`src/rtl/pe_array_sched.sv`:
```
// Job scheduler for a PE array: streams two weight banks onto the load chain, then two
// activation passes separated by bank-swap pops, then drains before signalling done.
module pe_array_sched #(
  parameter int unsigned NUM_PE        = 16,
  parameter int unsigned ID_WIDTH      = 6,
  parameter int unsigned IN_DATA_WIDTH = 8,
  parameter int unsigned LEN_WIDTH     = 16,
  parameter int unsigned DRAIN_CYC     = NUM_PE + 4
) (
  input  logic                     clk,
  input  logic                     rst,
  input  logic                     start,
  input  logic [LEN_WIDTH-1:0]     cfg_len,
  output logic                     busy,
  output logic                     done,
  input  logic                     s_wgt_vld,
  input  logic [IN_DATA_WIDTH-1:0] s_wgt_data,
  output logic                     s_wgt_rdy,
  input  logic                     s_act_vld,
  input  logic [IN_DATA_WIDTH-1:0] s_act_data,
  output logic                     s_act_rdy,
  output logic                     o_load_vld,
  output logic [ID_WIDTH-1:0]      o_load_id,
  output logic [IN_DATA_WIDTH-1:0] o_load_data,
  output logic                     o_pop_vld,
  output logic                     o_left_vld,
  output logic [IN_DATA_WIDTH-1:0] o_left_data
);

  // One shared counter serves load beats, flush, activation beats and drain.
  localparam int unsigned AuxWidth = $clog2(2 * NUM_PE + DRAIN_CYC + 4);
  localparam int unsigned CntWidth = (LEN_WIDTH > AuxWidth) ? LEN_WIDTH : AuxWidth;

  typedef enum logic [3:0] {
    StIdle, StLoad, StFlush, StComp0, StPop0, StComp1, StPop1, StDrain, StDone
  } state_e;

  state_e                state_q;
  logic [CntWidth-1:0]   cnt_q;
  logic [LEN_WIDTH-1:0]  len_q;

  assign s_wgt_rdy = (state_q == StLoad);
  assign s_act_rdy = (state_q == StComp0) || (state_q == StComp1);

  always_ff @(posedge clk) begin
    if (rst) begin
      state_q     <= StIdle;
      cnt_q       <= '0;
      len_q       <= '0;
      busy        <= 1'b0;
      done        <= 1'b0;
      o_load_vld  <= 1'b0;
      o_load_id   <= '0;
      o_load_data <= '0;
      o_pop_vld   <= 1'b0;
      o_left_vld  <= 1'b0;
      o_left_data <= '0;
    end else begin
      o_load_vld  <= 1'b0;
      o_load_id   <= '0;
      o_load_data <= '0;
      o_pop_vld   <= 1'b0;
      o_left_vld  <= 1'b0;
      o_left_data <= '0;
      done        <= 1'b0;
      unique case (state_q)
        StIdle: begin
          if (start) begin
            len_q   <= cfg_len;
            cnt_q   <= '0;
            busy    <= 1'b1;
            state_q <= StLoad;
          end
        end
        StLoad: begin
          if (s_wgt_vld) begin
            o_load_vld  <= 1'b1;
            o_load_id   <= ID_WIDTH'(cnt_q >> 1);
            o_load_data <= s_wgt_data;
            if (cnt_q == CntWidth'(2 * NUM_PE - 1)) begin
              cnt_q   <= '0;
              state_q <= StFlush;
            end else begin
              cnt_q <= cnt_q + CntWidth'(1);
            end
          end
        end
        StFlush: begin
          if (cnt_q == CntWidth'(NUM_PE + 1)) begin
            cnt_q   <= '0;
            state_q <= (len_q == '0) ? StDone : StComp0;
          end else begin
            cnt_q <= cnt_q + CntWidth'(1);
          end
        end
        StComp0, StComp1: begin
          if (s_act_vld) begin
            o_left_vld  <= 1'b1;
            o_left_data <= s_act_data;
            // len_q is non-zero here, so len_q-1 cannot underflow.
            if (cnt_q == CntWidth'(len_q - LEN_WIDTH'(1))) begin
              cnt_q   <= '0;
              state_q <= (state_q == StComp0) ? StPop0 : StPop1;
            end else begin
              cnt_q <= cnt_q + CntWidth'(1);
            end
          end
        end
        StPop0: begin
          o_pop_vld <= 1'b1;
          state_q   <= StComp1;
        end
        StPop1: begin
          o_pop_vld <= 1'b1;
          state_q   <= StDrain;
        end
        StDrain: begin
          if (cnt_q == CntWidth'(DRAIN_CYC - 1)) begin
            cnt_q   <= '0;
            state_q <= StDone;
          end else begin
            cnt_q <= cnt_q + CntWidth'(1);
          end
        end
        StDone: begin
          done    <= 1'b1;
          busy    <= 1'b0;
          state_q <= StIdle;
        end
        default: begin
          busy    <= 1'b0;
          state_q <= StIdle;
        end
      endcase
    end
  end

endmodule

```
`config.mk`:
```
export PLATFORM = sky130hd
export DESIGN_NAME = pe_array_sched
export DESIGN_NICKNAME = d
export VERILOG_FILES = /design/src/rtl/pe_array_sched.sv
export SDC_FILE = /design/constraint.sdc
export NUM_CORES = 1
export LEC_CHECK = 0
export ABC_AREA = 1
export CAP_MARGIN = 0
export CORE_UTILIZATION = 47
export CTS_BUF_LIST = sky130_fd_sc_hd__clkbuf_8 sky130_fd_sc_hd__clkbuf_16
export CTS_CLUSTER_SIZE = 40
export DETAILED_ROUTE_END_ITERATION = 10
export HOLD_SLACK_MARGIN = 0.05
export PLACE_DENSITY = 0.78
export SKIP_CTS_REPAIR_TIMING = 1
export SYNTH_ARGS = -nofsm -noshare
export SYNTH_HDL_FRONTEND = slang
export SYNTH_SLANG_ARGS = --single-unit
```
`constraint.sdc`:
```
create_clock -name clk -period 1.85 [get_ports clk]
set_input_delay 0.37 -clock clk [delete_from_list [all_inputs] [get_ports clk]]
set_output_delay 0.37 -clock clk [all_outputs]
set_load 0.03 [all_outputs]
```
==> summary by stage <==
CTS
The CTS buffer count is 9. The clock reaches the later pin of the worst-skew pair after 0.35 ns. The clock transition at the registers of the reported paths is 0.08 ns. The maximum clock path buffer count is 2.

The buffer type at the clock tree root is sky130_fd_sc_hd__clkbuf_8. The H-tree was split into 3 levels. The clock sink total is 63. TritonCTS built the clock tree.

Die
The die is between 80 and 90 microns tall. The number of top-level design ports is 66. The total area inside the core boundary comes to ~7000 sq um. The initial core utilization is 0.497. The die outline width is between 80 and 90 microns. The die covers approximately 7700 sq um.

The floorplan has 30 rows.

Yosys
Synthesis inferred 63 register bits. After synthesis, the cell types taking the most area are sky130_fd_sc_hd__dfxtp_1 (37%), sky130_fd_sc_hd__nand2_1 (14%), sky130_fd_sc_hd__nor2_1 (7.7%). The synthesized netlist cell count is slightly above 500. The proportion of register bits with asynchronous set or reset after synthesis is 0. Synthesis produced a netlist with a net count of about 550. The number of flops mapped to enable cells by yosys is 0. Yosys instantiated no cell more often than sky130_fd_sc_hd__nand2_1. The Yosys step of the flow raised 0 warnings. By count the netlist is led by sky130_fd_sc_hd__nand2_1 (126), sky130_fd_sc_hd__nor2_1 (70), sky130_fd_sc_hd__inv_1 (67).

The count of different cell masters after synthesis is 38. The synthesized cell area is between 3000 and 4000 sq um. Of all cell types, the one taking the most synthesized area is sky130_fd_sc_hd__dfxtp_1.

The share of the Yosys chip area taken by registers is 0.367. The fraction of synthesized cell area taken by the top area cell type is 0.367. The average instance in the mapped netlist occupies about 6.7 sq um.

In the synthesized netlist the dominant register cell turns out to be sky130_fd_sc_hd__dfxtp_1.

Drt
The DRC violation count after routing is 0. Once detail routing completed, the nets flagged for antenna violations numbered 0. Dividing the detail-routed wire length by the instance count gives around 14 microns. Summing over every cut layer, the via total after detailed routing is between 3000 and 4000.

The detailed router finished its first iteration with 227 violations. After detailed routing, the number of vias per cell comes to slightly above 5. The final wirelength is around 10 mm. The iteration count of the initial detailed-routing pass is 5.

STA
Headroom to the max-slew limit came out at 0.717. The max-slew violation count was 0. The number of setup violations in the final report is 21. The count of final hold-check violations is 0. Setup repair after global routing could not meet its margin everywhere.

After layout, the worst setup slack is -0.221 ns. The top achievable clock speed is about 480 MHz. The period utilization is 1.12. Between clock sinks in the finished design, the worst skew comes to about 0.005 ns.

The time the final worst path needs with I/O delays and setup is about 2.1 ns. For the pin with the worst max-slew slack, the measured transition is 0.424 ns.

Place
The HPWL after detailed placement is approximately 7 mm. Including well taps, the total number of placed cells is between 700 and 800. Routability-driven placement finished with a final weighted congestion of approximately 0.92. The total cell area at the placement stage is 4680 sq um.

Port buffering added 65 buffers.

Setup path
STA puts the critical path data arrival time at roughly 2.3 ns. In this run the worst path has a maximum fanout of 8. For the worst setup path, the data required time is 2.09 ns. The element type at the critical path end is a flop. The worst setup path is of the flop to flop kind.

In this run the worst setup path terminates at cnt_q[1]. In this run the critical register-to-register path is captured at cnt_q[1]. The number of cells on the worst reg-to-reg path is 15. STA classifies the critical path startpoint as a flop. The startpoint identified for the worst register-to-register timing path is len_q[0]. The source of the critical timing path is len_q[0]. The register-to-register path setup slack is -0.22 ns.

Global routing
Across every metal layer, demand over resource in global routing totals 0.260. Entering global routing, the biggest net connects 29 pins. The number of global-route vias before repair is ~3600.

The final global-route overflow total is 0. The number of antenna violations at the first check in global routing is 0. The first global-routing pass estimated between 15 and 20 mm of wire.

Min path
The classification of the worst-slack hold path is flop to flop.

Pwr
For this design the static power due to leakage is ~2.3 nW. In this run the power density over the cells is around 1200 nW/um^2. VDD sags by at most 0.000981 V.

Outcome
The flow ran to the end, but the final reports show violations. The final reports fail on negative setup slack.

Cells and area
The combined flip-flop and latch cell area is 1270 sq um. The count of antenna diodes in the layout is 0. The area occupied by multi-input gates is 1960 sq um. For this run, the share of the core covered by cells in the final layout is 0.740. In the final layout, the share of cells above drive strength 1 is 0.279. The area added between synthesis and finish is 48.9%. After the flow finishes, the layout carries non-filler instances totaling 751.

Counting the fill cells in the layout gives about 540. The final standard cell area without fillers is about 5000 sq um. The net count of the finished layout is ~700.

Job
The tool flagged a number of max-cap violations equal to 0.
[area by class of cell]
| cell class | count | area share |
|---|---|---|
| clock buffer | 9 | 0.0242 |
| clock inverter | 7 | 0.0157 |
| inverter | 79 | 0.0590 |
| multi-input combinational | 356 | 0.384 |
| sequential | 63 | 0.249 |
| tap | 96 | 0.0235 |
| timing repair buffer | 141 | 0.244 |
[worst min-delay path by stage]
stage | cells past startpoint | start | end | slack, ns
after global routing | 1 | state_q[2] | done | 0.49
final | 2 | busy | busy | 0.47
after CTS | 2 | busy | busy | 0.48
after global placement | 2 | busy | busy | 0.46
after floorplan | 1 | state_q[2] | done | 0.44
after detailed placement | 2 | busy | busy | 0.46
[worst max-delay path, cell delays in order, from the launching register on]
cell and delay, ns:
sky130_fd_sc_hd__dfxtp_2 0.34, sky130_fd_sc_hd__inv_4 0.08, sky130_fd_sc_hd__ha_4 0.15, sky130_fd_sc_hd__nand2_4 0.08, sky130_fd_sc_hd__nor2_8 0.16, sky130_fd_sc_hd__nand2_1 0.07, sky130_fd_sc_hd__nand2_1 0.05, sky130_fd_sc_hd__nand2_1 0.05
sky130_fd_sc_hd__nor2_1 0.12, sky130_fd_sc_hd__nand2_1 0.07, sky130_fd_sc_hd__nor2_1 0.14, sky130_fd_sc_hd__nand3_2 0.12, sky130_fd_sc_hd__nand2_4 0.14, sky130_fd_sc_hd__nand3_4 0.19, sky130_fd_sc_hd__nand2_2 0.15, sky130_fd_sc_hd__a21oi_2 0.05
[power breakdown]
group          leakage, nW  total (W)  internal [W]  switching [W]
sequential           0.515    0.00165       0.00151       0.000136
combinational         1.66    0.00339       0.00139        0.00200
clock               0.0964    0.00125      0.000635       0.000617
total                 2.27    0.00629       0.00354        0.00275
[cells in the final DEF, fill, tap and decap left out, types with 2 or more instances in the layout]
cell type                         Yosys  routed
sky130_fd_sc_hd__a21oi_1             36      33
sky130_fd_sc_hd__a21oi_2              2       5
sky130_fd_sc_hd__a31oi_1              2       2
sky130_fd_sc_hd__buf_12               0       2
sky130_fd_sc_hd__buf_4                1      72
sky130_fd_sc_hd__buf_6                2       3
sky130_fd_sc_hd__clkbuf_8             0       9
sky130_fd_sc_hd__clkdlybuf4s50_1      0      63
sky130_fd_sc_hd__clkinv_4             0       2
sky130_fd_sc_hd__clkinvlp_4           0       2
sky130_fd_sc_hd__dfxtp_1             63      57
sky130_fd_sc_hd__dfxtp_2              0       4
sky130_fd_sc_hd__dfxtp_4              0       2
sky130_fd_sc_hd__ha_1                 3       2
sky130_fd_sc_hd__inv_1               67      63
sky130_fd_sc_hd__inv_2               11      13
sky130_fd_sc_hd__inv_4                0       2
sky130_fd_sc_hd__inv_6                0       2
sky130_fd_sc_hd__nand2_1            126     108
sky130_fd_sc_hd__nand2_2              4      20
sky130_fd_sc_hd__nand2_4              2       4
sky130_fd_sc_hd__nand3_1             27      26
sky130_fd_sc_hd__nand3_2              3       4
sky130_fd_sc_hd__nand3_4              1       2
sky130_fd_sc_hd__nand3b_1             2       2
sky130_fd_sc_hd__nand4_1              6       6
sky130_fd_sc_hd__nor2_1              70      62
sky130_fd_sc_hd__nor2_2               8      11
sky130_fd_sc_hd__nor2_4               6      11
sky130_fd_sc_hd__nor3_1              12      11
sky130_fd_sc_hd__nor3_2               2       2
sky130_fd_sc_hd__nor3_4               1       2
sky130_fd_sc_hd__nor3b_1              3       2
sky130_fd_sc_hd__nor3b_2              1       2
sky130_fd_sc_hd__nor4_1               3       3
sky130_fd_sc_hd__nor4_2               2       2
sky130_fd_sc_hd__o21ai_0             15      14
sky130_fd_sc_hd__xnor2_1              8       8
sky130_fd_sc_hd__xor2_1               5       5
[per-layer routing]
metal,track usage,up-vias,share of wire
li1,-,1877,-
met1,0.303,1776,0.40
met2,0.471,143,0.51
met3,0.0730,23,0.067
met4,0.0566,0,0.021
met5,0,-,0
[logic make-up (layout without fill, tap and decap cells)]
kind of cell / Yosys count / in the layout / share of synthesized area
DFF: 63 / 63 / 0.367
and+or+nand+nor: 280 / 281 / 0.388
adders and majority gates: 3 / 3 / 0.0109
xor gates and xnor gates: 13 / 13 / 0.0332
AOI/OAI and AO/OA: 59 / 59 / 0.0926
buffers and inverters: 93 / 236 / 0.108
[stage by stage]
stage / hold WS [ns] / worst slack [ns] / total power (W) / TNS [ns]
floorplan: 0.444 / 0.000790 / 0.00351 / 0
global placement: 0.459 / -0.139 / 0.00449 / -2.52
detailed placement: 0.464 / -0.159 / 0.00458 / -2.64
CTS: 0.479 / -0.336 / 0.00584 / -3.68
global route: 0.495 / -0.348 / 0.00663 / -6.33
finish: 0.475 / -0.221 / 0.00629 / -3.64
[state kept, by name (all words and copies together) (netlist names)]
register	count
o_load_data	8
cnt_q	16
done	1
o_pop_vld	1
state_q	4
o_load_id	6
len_q	16
o_left_vld	1
busy	1
o_load_vld	1
o_left_data	8
(Power assumes the default switching activity.)
